--- config.mk ---
export PLATFORM = sky130hd
export DESIGN_NAME = fetch_stage
export DESIGN_NICKNAME = d
export VERILOG_FILES = /design/src/rtl/riscv_pkg.sv /design/src/rtl/imm_gen.sv /design/src/rtl/fetch_stage.sv
export SDC_FILE = /design/constraint.sdc
export NUM_CORES = 1
export LEC_CHECK = 0
export ABC_CLOCK_PERIOD_IN_PS = 2700
export CAP_MARGIN = 20
export CELL_PAD_IN_SITES_DETAIL_PLACEMENT = 2
export CELL_PAD_IN_SITES_GLOBAL_PLACEMENT = 2
export CORE_UTILIZATION = 24
export CTS_CLUSTER_DIAMETER = 50
export DETAILED_ROUTE_END_ITERATION = 16
export PLACE_DENSITY_LB_ADDON = 0.1
export SYNTH_ARGS = -nofsm -noshare
export SYNTH_HDL_FRONTEND = slang
export SYNTH_SLANG_ARGS = --single-unit
--- constraint.sdc ---
create_clock -name clk_i -period 2.7 [get_ports clk_i]
set_clock_uncertainty 0.2 [all_clocks]
set_input_delay 0.405 -clock clk_i [delete_from_list [all_inputs] [get_ports clk_i]]
set_output_delay 0.405 -clock clk_i [all_outputs]
set_load 0.03 [all_outputs]
--- src/rtl/riscv_pkg.sv ---
// Shared RV32I definitions: opcodes, NOP encoding, immediate formats and fetch FSM states.
package riscv_pkg;

    localparam logic [6:0] OPC_OP_IMM = 7'b0010011;
    localparam logic [6:0] OPC_LOAD   = 7'b0000011;
    localparam logic [6:0] OPC_JALR   = 7'b1100111;
    localparam logic [6:0] OPC_STORE  = 7'b0100011;
    localparam logic [6:0] OPC_BRANCH = 7'b1100011;
    localparam logic [6:0] OPC_LUI    = 7'b0110111;
    localparam logic [6:0] OPC_AUIPC  = 7'b0010111;
    localparam logic [6:0] OPC_JAL    = 7'b1101111;

    localparam logic [31:0] NOP_INSTR = 32'h0000_0013;

    typedef enum logic [2:0] {IMM_I, IMM_S, IMM_B, IMM_U, IMM_J, IMM_NONE} imm_type_e;

    typedef enum logic [1:0] {BOOT, ISSUE, WAIT, HOLD} fetch_state_e;

    function automatic imm_type_e imm_type_of(input logic [6:0] opc);
        case (opc)
            OPC_OP_IMM, OPC_LOAD, OPC_JALR: return IMM_I;
            OPC_STORE:                      return IMM_S;
            OPC_BRANCH:                     return IMM_B;
            OPC_LUI, OPC_AUIPC:             return IMM_U;
            OPC_JAL:                        return IMM_J;
            default:                        return IMM_NONE;
        endcase
    endfunction

endpackage

--- src/rtl/imm_gen.sv ---
// Combinational RV32I immediate extractor; shared by fetch and decode.
module imm_gen
    import riscv_pkg::*;
(
    input  logic [31:0] i_instr,
    output logic [31:0] o_imm
);

    always_comb begin
        o_imm = '0;
        case (imm_type_of(i_instr[6:0]))
            IMM_I: o_imm = {{20{i_instr[31]}}, i_instr[31:20]};
            IMM_S: o_imm = {{20{i_instr[31]}}, i_instr[31:25], i_instr[11:7]};
            IMM_B: o_imm = {{19{i_instr[31]}}, i_instr[31], i_instr[7],
                            i_instr[30:25], i_instr[11:8], 1'b0};
            IMM_U: o_imm = {i_instr[31:12], 12'b0};
            IMM_J: o_imm = {{11{i_instr[31]}}, i_instr[31], i_instr[19:12],
                            i_instr[20], i_instr[30:21], 1'b0};
            default: o_imm = '0;
        endcase
    end

endmodule

--- src/rtl/fetch_stage.sv ---
// RV32I instruction fetch: PC, single-outstanding imem handshake, redirect with
// stale-response discard, and a one-entry hold buffer for stalls.
module fetch_stage
    import riscv_pkg::*;
#(
    parameter int unsigned    DW       = 32,
    parameter logic [DW-1:0]  RESET_PC = '0
) (
    input  logic          clk_i,
    input  logic          rst_ni,
    input  logic          stall_i,
    input  logic          redirect_i,
    input  logic [DW-1:0] redirect_pc_i,
    output logic          imem_req_o,
    output logic [DW-1:0] imem_addr_o,
    input  logic          imem_rvalid_i,
    input  logic [DW-1:0] imem_rdata_i,
    output logic [DW-1:0] instr_f,
    output logic [DW-1:0] pc_f,
    output logic [DW-1:0] pc_plus_4_f,
    output logic [DW-1:0] imm_ext_f,
    output logic          valid_f
);

    fetch_state_e  r_state, w_state_n;
    logic [DW-1:0] r_pc, w_pc_n;
    logic          r_discard, w_discard_n;
    logic [DW-1:0] r_buf, w_buf_n;

    logic          w_rsp, w_valid, w_fire, w_req;
    logic [DW-1:0] w_instr, w_addr, w_pc_inc, w_target;

    assign w_pc_inc = r_pc + DW'(4);
    assign w_target = {redirect_pc_i[DW-1:2], 2'b00};
    assign w_rsp    = (r_state == WAIT) && imem_rvalid_i && !r_discard;

    always_comb begin
        w_valid = 1'b0;
        w_instr = NOP_INSTR;
        if (!redirect_i) begin
            if (w_rsp) begin
                w_valid = 1'b1;
                w_instr = imem_rdata_i;
            end else if (r_state == HOLD) begin
                w_valid = 1'b1;
                w_instr = r_buf;
            end
        end
    end

    assign w_fire = w_valid && !stall_i && !redirect_i;

    always_comb begin
        w_state_n   = r_state;
        w_pc_n      = r_pc;
        w_discard_n = r_discard;
        w_buf_n     = r_buf;
        w_req       = 1'b0;
        w_addr      = r_pc;
        if (redirect_i) begin
            w_pc_n = w_target;
            // With a response still in flight the target must wait for it to drain.
            if (r_state == WAIT && !imem_rvalid_i) begin
                w_discard_n = 1'b1;
            end else begin
                w_req       = 1'b1;
                w_addr      = w_target;
                w_discard_n = 1'b0;
                w_state_n   = WAIT;
            end
        end else begin
            case (r_state)
                BOOT:  w_state_n = ISSUE;
                ISSUE: begin
                    w_req     = 1'b1;
                    w_state_n = WAIT;
                end
                WAIT: begin
                    if (imem_rvalid_i) begin
                        if (r_discard) begin
                            w_req       = 1'b1;
                            w_discard_n = 1'b0;
                        end else if (w_fire) begin
                            w_pc_n = w_pc_inc;
                            w_req  = 1'b1;
                            w_addr = w_pc_inc;
                        end else begin
                            w_buf_n   = imem_rdata_i;
                            w_state_n = HOLD;
                        end
                    end
                end
                HOLD: begin
                    if (w_fire) begin
                        w_pc_n    = w_pc_inc;
                        w_req     = 1'b1;
                        w_addr    = w_pc_inc;
                        w_state_n = WAIT;
                    end
                end
                default: w_state_n = BOOT;
            endcase
        end
    end

    always_ff @(posedge clk_i or negedge rst_ni) begin
        if (!rst_ni) begin
            r_state   <= BOOT;
            r_pc      <= RESET_PC;
            r_discard <= 1'b0;
            r_buf     <= DW'(NOP_INSTR);
        end else begin
            r_state   <= w_state_n;
            r_pc      <= w_pc_n;
            r_discard <= w_discard_n;
            r_buf     <= w_buf_n;
        end
    end

    imm_gen u_imm_gen (
        .i_instr (w_instr),
        .o_imm   (imm_ext_f)
    );

    assign imem_req_o  = w_req;
    assign imem_addr_o = w_addr;
    assign instr_f     = w_instr;
    assign valid_f     = w_valid;
    assign pc_f        = r_pc;
    assign pc_plus_4_f = w_pc_inc;

    a_rvalid_in_wait: assert property (@(posedge clk_i) disable iff (!rst_ni)
        imem_rvalid_i |-> (r_state == WAIT));

endmodule
=== Yosys cells after proc, flatten, opt, wreduce, memory -nomap -nowiden ===
Cells that the tools add are included.

* Bits in registers: 67
* Input port bits: 69
* Output and inout port bits: 162
* Word-level logic and storage cells: 78

* Add/subtract/negate cells: 1
* Equality and inequality tests: 20
* Muxes and demuxes: 32
* Bitwise logic cells: 3
* Reductions and logical operators: 18

{| class="wikitable"
|+ Operators with widths
! operator !! count
|-
| 32-bit 2-to-1 mux || 9
|-
| 32-bit one-hot mux with 5 select lines || 1
|-
| 32-bit one-hot mux with 2 select lines || 1
|-
| 32-bit by 3-bit adder with 32-bit output (second input constant) || 1
|-
| 7-bit equality test (second input constant) || 3
|-
| 3-bit one-hot mux with 5 select lines || 1
|-
| 7-bit by 5-bit equality test with 1-bit output (second input constant) || 2
|-
| 7-bit by 6-bit equality test with 1-bit output (second input constant) || 2
|-
| 1-bit 2-to-1 mux || 12
|-
| 2-bit 2-to-1 mux || 6
|-
| 3-bit inequality test (second input constant) || 4
|-
| 5-bit AND reduction || 2
|-
| 2-bit one-hot mux with 4 select lines || 1
|-
| 7-bit by 2-bit equality test with 1-bit output (second input constant) || 1
|-
| 3-bit by 2-bit equality test with 1-bit output (second input constant) || 2
|-
| 1-bit logical AND || 5
|-
| 2-bit equality test (second input constant) || 2
|-
| 1-bit zero test || 4
|-
| 2-bit nonzero test || 2
|-
| 3-bit by 1-bit equality test with 1-bit output (second input constant) || 1
|-
| 3-bit equality test (second input constant) || 1
|-
| 3-bit zero test || 1
|-
| 1-bit inverter || 3
|-
| 1-bit one-hot mux with 3 select lines || 1
|-
| 6 further kinds || 6
|}

=== Depth between registers and ports, before layout ===
* Word-level depth: 12
* Mapped depth: 8
* Depth with buffers taken out: 6

=== Hierarchy ===
Synthesis repeated with hierarchy kept, for this count alone.

* Cell total of the unflattened synthesis: 655
* Area total of the unflattened synthesis: 5,275.1 um^2

{| class="wikitable"
|+ Modules (own cells, without submodules)
! module !! times used !! cells an instance !! area an instance (um^2) !! sequential area each (um^2)
|-
| fetch_stage || 1 || 569 || 4,725.8 || 1,630.3
|-
| imm_gen || 1 || 86 || 549.3 || 0.0
|}

=== Worst setup path before layout ===
No wires, ideal clock.

* Path type: flip-flop to output port
* Start point: register r_state[0]
* End point: output imm_ext_f[0]
* Arrival time: 2.615 ns
* Data required time: 2.095 ns
* Slack: -0.520 ns
* Cell stages (with the launch flop): 8
* Path buffers: 2
* Cell sequence: dfrtp_1 buf_2 buf_4 nand2_1 a21oi_1 nand4_1 and2_1 o31ai_1

* Longest elaborated chain between the ends: 10
* Elaborated cells on any way between the ends: 24
* Those cells by class: 14 x eq/ne; 5 x mux; 5 x reduce/logical

{| class="wikitable"
|+ RTL lines
! element !! RTL line !! RTL
|-
| start: declaration || fetch_stage.sv:25 || <nowiki>fetch_state_e r_state, w_state_n;</nowiki>
|-
| start signal: assignment || fetch_stage.sv:113 || <nowiki>r_state <= w_state_n;</nowiki>
|-
| 2-bit equality test || fetch_stage.sv:35 || <nowiki>assign w_rsp = (r_state == WAIT) && imem_rvalid_i && !r_discard;</nowiki>
|-
| 1-bit logical AND (2 in a row) || fetch_stage.sv:35 ||
|-
| 32-bit 2-to-1 mux * || fetch_stage.sv:41 || <nowiki>if (w_rsp) begin</nowiki>
|-
| 32-bit 2-to-1 mux * || fetch_stage.sv:40 || <nowiki>if (!redirect_i) begin</nowiki>
|-
| via instr_f[5] || fetch_stage.sv:18 || <nowiki>output logic [DW-1:0] instr_f,</nowiki>
|-
| 7-bit by 5-bit equality test with 1-bit output, or another cell as far along || riscv_pkg.sv:20 || <nowiki>case (opc)</nowiki>
|-
| 3-bit OR reduction or 2-bit OR reduction (tied branches) || riscv_pkg.sv:20 ||
|-
| 3-bit one-hot mux with 5 select lines * || riscv_pkg.sv:20 ||
|-
| 3-bit equality test, or another cell as far along || imm_gen.sv:11 || <nowiki>case (imm_type_of(i_instr[6:0]))</nowiki>
|-
| 32-bit one-hot mux with 5 select lines * || imm_gen.sv:11 ||
|-
| end: declaration || fetch_stage.sv:21 || <nowiki>output logic [DW-1:0] imm_ext_f,</nowiki>
|}

The timed path passes the listed nets; every way through them passes the cells marked *.

=== Worst setup path in the final report ===
* Start point: register r_state[0]
* End point: output imm_ext_f[2]

* Longest elaborated chain between the ends: 10
* Elaborated cells on any way between the ends: 24
* Those cells by class: 14 x eq/ne; 5 x mux; 5 x reduce/logical

{| class="wikitable"
|+ RTL lines
! element !! RTL line
|-
| 2-bit equality test || fetch_stage.sv:35
|-
| 1-bit logical AND (2 in a row) || fetch_stage.sv:35
|-
| 32-bit 2-to-1 mux * || fetch_stage.sv:41
|-
| 32-bit 2-to-1 mux * || fetch_stage.sv:40
|-
| 7-bit by 5-bit equality test with 1-bit output, or another cell as far along || riscv_pkg.sv:20
|-
| 3-bit OR reduction or 2-bit OR reduction (tied branches) || riscv_pkg.sv:20
|-
| 3-bit one-hot mux with 5 select lines || riscv_pkg.sv:20
|-
| 3-bit equality test, or another cell as far along || imm_gen.sv:11
|-
| 32-bit one-hot mux with 5 select lines * || imm_gen.sv:11
|}

Every way passes the cells marked *; elsewhere a longest branch is shown, timed or not.

==> impl_metrics.json <==
{
  "grt_use_total_pct": 27.3,
  "yosys_register_bits": 65,
  "cts.hold.buffers_added": 0,
  "status": "finished with violations",
  "clk_latency_ps": 360,
  "pre_cts_slack_ps": -763,
  "clk_path_buf_depth": 2,
  "n_antenna_cell": 0,
  "hold_viol": 1,
  "yosysTopAreaCell": "dfrtp_1",
  "comb_power_share_pct": 50.9,
  "synthSimpleGateAreaFrac_pct": 28.3,
  "worstMarginPinSlew_ps": 992,
  "required_ps": 2100,
  "path_class": "reg -> out",
  "avgSynthCellArea_um2": 7.95,
  "postRouteAntennaNets": 0,
  "critPathLaunchType": "flip-flop",
  "muxShareOfSynthArea_pct": 9.27,
  "layout.nets": 1177,
  "synth_top_family_by_area": "simple AND/OR/NAND/NOR gates",
  "clkTransAtPathRegs_ps": 60,
  "clock.fmax_mhz": 309,
  "drc": 0,
  "maxCapViolCount": 0,
  "antenna_found_initial": 1,
  "cts_tree": "done",
  "place_congestion": 0.869,
  "syn_inst": 693,
  "die_area_mm2": 0.0236,
  "finalWirelength_mm": 36.7,
  "seq_area_frac_synth_pct": 29.6,
  "dieHeight_um": 153,
  "dpl.hpwl_mm": 20.0,
  "layout-drive-gt1-share_pct": 59.1,
  "fin_worst_hold_slack_ps": -2.21,
  "critPathCaptureType": "output pin",
  "setup-tns-final_ps": -28640,
  "yosysWarnings": 0,
  "cts-root-buf": "clkbuf_16",
  "slew_viol_final": 0,
  "hold_class": "in -> async",
  "synth_top_cells_by_area": "dfrtp_1, mux2_2, nand2_1",
  "cp_data_arrival_time_ps": 2630,
  "ys_types": 71,
  "seqPwrFrac_pct": 25.1,
  "p_per_area_mw_per_mm2": 455,
  "worst_slack_ps": -539,
  "synth-edff-count": 0,
  "layout_commonest_cell": "buf_4",
  "htree_levels": 3,
  "synth_fa_ha_area_share_pct": 0.227,
  "p_sw_uw": 2270,
  "cts_buffers": 9,
  "synth_compound_area_share_pct": 18.2,
  "numPortBuffers": 222,
  "pwr-share-clk_pct": 24.1,
  "first_pass_iters": 4,
  "ioPinCount": 231,
  "p_int_uw": 3150,
  "grt_pass1_wl_mm": 49.6,
  "final_cell_mix": "buf_4, buf_6, nand2_1, clkdlybuf4s50_1, dfrtp_1",
  "rsz0062_at_grt": "yes",
  "min_period_over_period_pct": 120,
  "placementRows": 55,
  "leakage_uw": 0.00527,
  "initial_core_util_pct": 24.4,
  "grt_pass1_vias": 8102,
  "area_delta_synth_final_pct": 116,
  "cts_sinks": 65,
  "fin_crit_ps": 3240,
  "drt_iter0_markers": 322,
  "num_vias": 7364,
  "overflow": 0,
  "synth_top_area_share_pct": 28.2,
  "ir_worst_vdd_mv": 0.266,
  "cp_max_fo": 6,
  "grt_max_degree": 66,
  "switching_share_pct": 41.9,
  "synth.cell_area_mm2": 0.00551,
  "die_x_um": 153,
  "synth-xor-area-share_pct": 6.04,
  "synth_flop_cell": "dfrtp_1",
  "wl_per_cell_um": 26.3,
  "relSlewSlack_pct": 33.8,
  "async_flop_share_pct": 100,
  "via_per_inst": 5.27,
  "setup_violations": 83,
  "violations": "hold timing, setup timing",
  "core-area_mm2": 0.0226
}
## power groups by stage
stage          Clock (uW)  Combinational [uW]  Sequential, uW
2_1_floorplan           0                1150            1370
3_3_place_gp            0                2070            1310
3_5_place_dp            0                2130            1330
4_1_cts              1260                2490            1320
5_1_grt              1350                2880            1370
6_report             1310                2760            1360
## area by class of cell
cell class              count  area (um2)
well taps                 285         357
repair buffers            465        4470
multi-input cells         532        4990
clock buffers              10         239
fillers                  2245       10700
inverters                  34         134
flip-flops and latches     65        1660
clock inverters             6        67.6
## registers in the layout, indices dropped and copies added, names as in the netlist
signal     cells
r_buf         32
r_discard      1
r_state        2
pc_f          30
## cells by family after synthesis
family          Yosys count
compound gates          147
buf+inv                 101
xor+xnor                 38
fa+ha+maj                 1
simple gates            294
mux                      46
other cells               1
flops                    65
## stage by stage
| step | util (%) | std cells | power (uW) | cell area (um2) |
|---|---|---|---|---|
| after floorplan | - | 698 | 2520 | 5950 |
| after global placement | 40.0 | 1289 | 3380 | 9020 |
| after detailed placement | 40.0 | 1289 | 3460 | 9020 |
| after CTS | 49.3 | 1367 | 5070 | 11100 |
| after global routing | 52.8 | 1397 | 5600 | 11900 |
| final | 52.8 | 1397 | 5420 | 11900 |
## cell usage after synthesis (3+ instances only)
cell type / count
a22oi_1: 18
mux2_2: 36
o211ai_1: 8
nor4_4: 4
nor3b_1: 3
nand4_1: 18
nand4bb_1: 3
buf_2: 18
nor4_1: 11
nand3_1: 28
xnor2_1: 29
dfstp_2: 3
clkbuf_2: 3
xor2_1: 9
or4_4: 3
a21oi_1: 36
nor2b_1: 4
and3_1: 13
o21a_1: 5
and2_1: 12
buf_4: 12
o31a_1: 3
a21o_1: 19
a211oi_1: 3
buf_1: 3
a31oi_1: 22
nand2_1: 107
nor3_1: 21
o31ai_1: 6
clkbuf_1: 30
inv_1: 34
nor2_1: 44
dfrtp_1: 62
mux2i_1: 8
nand2b_1: 3
o21ai_0: 8
## layer usage
metal / wire [um] / global-route usage (%) / up-vias
li1: - / - / 3279
met1: 14400 / 31.2 / 3737
met2: 19700 / 50.9 / 260
met3: 1350 / 4.48 / 86
met4: 1240 / 9.14 / 2
met5: 16 / 0 / -
## worst max-delay path: stages (launching register included)
cell       delay, ps
dfrtp_1          430
and4bb_4         450
mux2_4           350
o2111ai_4        260
buf_6            160
nand3_4          170
o31ai_4          300
buf_6            170
## final timing paths
path / start / end / slack (ps) / cells after the start
max: r_state[0]$_DFFE_PN0P_ / imm_ext_f[2] / -540 / 7
min: rst_ni / r_buf[16]$_DFFE_PN0P_ / -2 / 1
max reg2reg: pc_f[2]$_DFF_PN0_ / pc_f[31]$_DFF_PN0_ / 100 / 13
min reg2reg: r_buf[27]$_DFFE_PN0P_ / r_buf[27]$_DFFE_PN0P_ / 310 / 1
max in group asynchronous: rst_ni / pc_f[19]$_DFF_PN0_ / 1590 / 1
min in group clk_i: r_buf[27]$_DFFE_PN0P_ / r_buf[27]$_DFFE_PN0P_ / 310 / 1
## what timing repair did
item	4_1_cts	5_1_grt
endpoints found under the setup margin	109	107
buffers inserted	62	39
hold endpoints to repair	0	0
pin swaps	83	64
resized for setup	320	122
cloned	4	0
(Power assumes the default switching activity.)
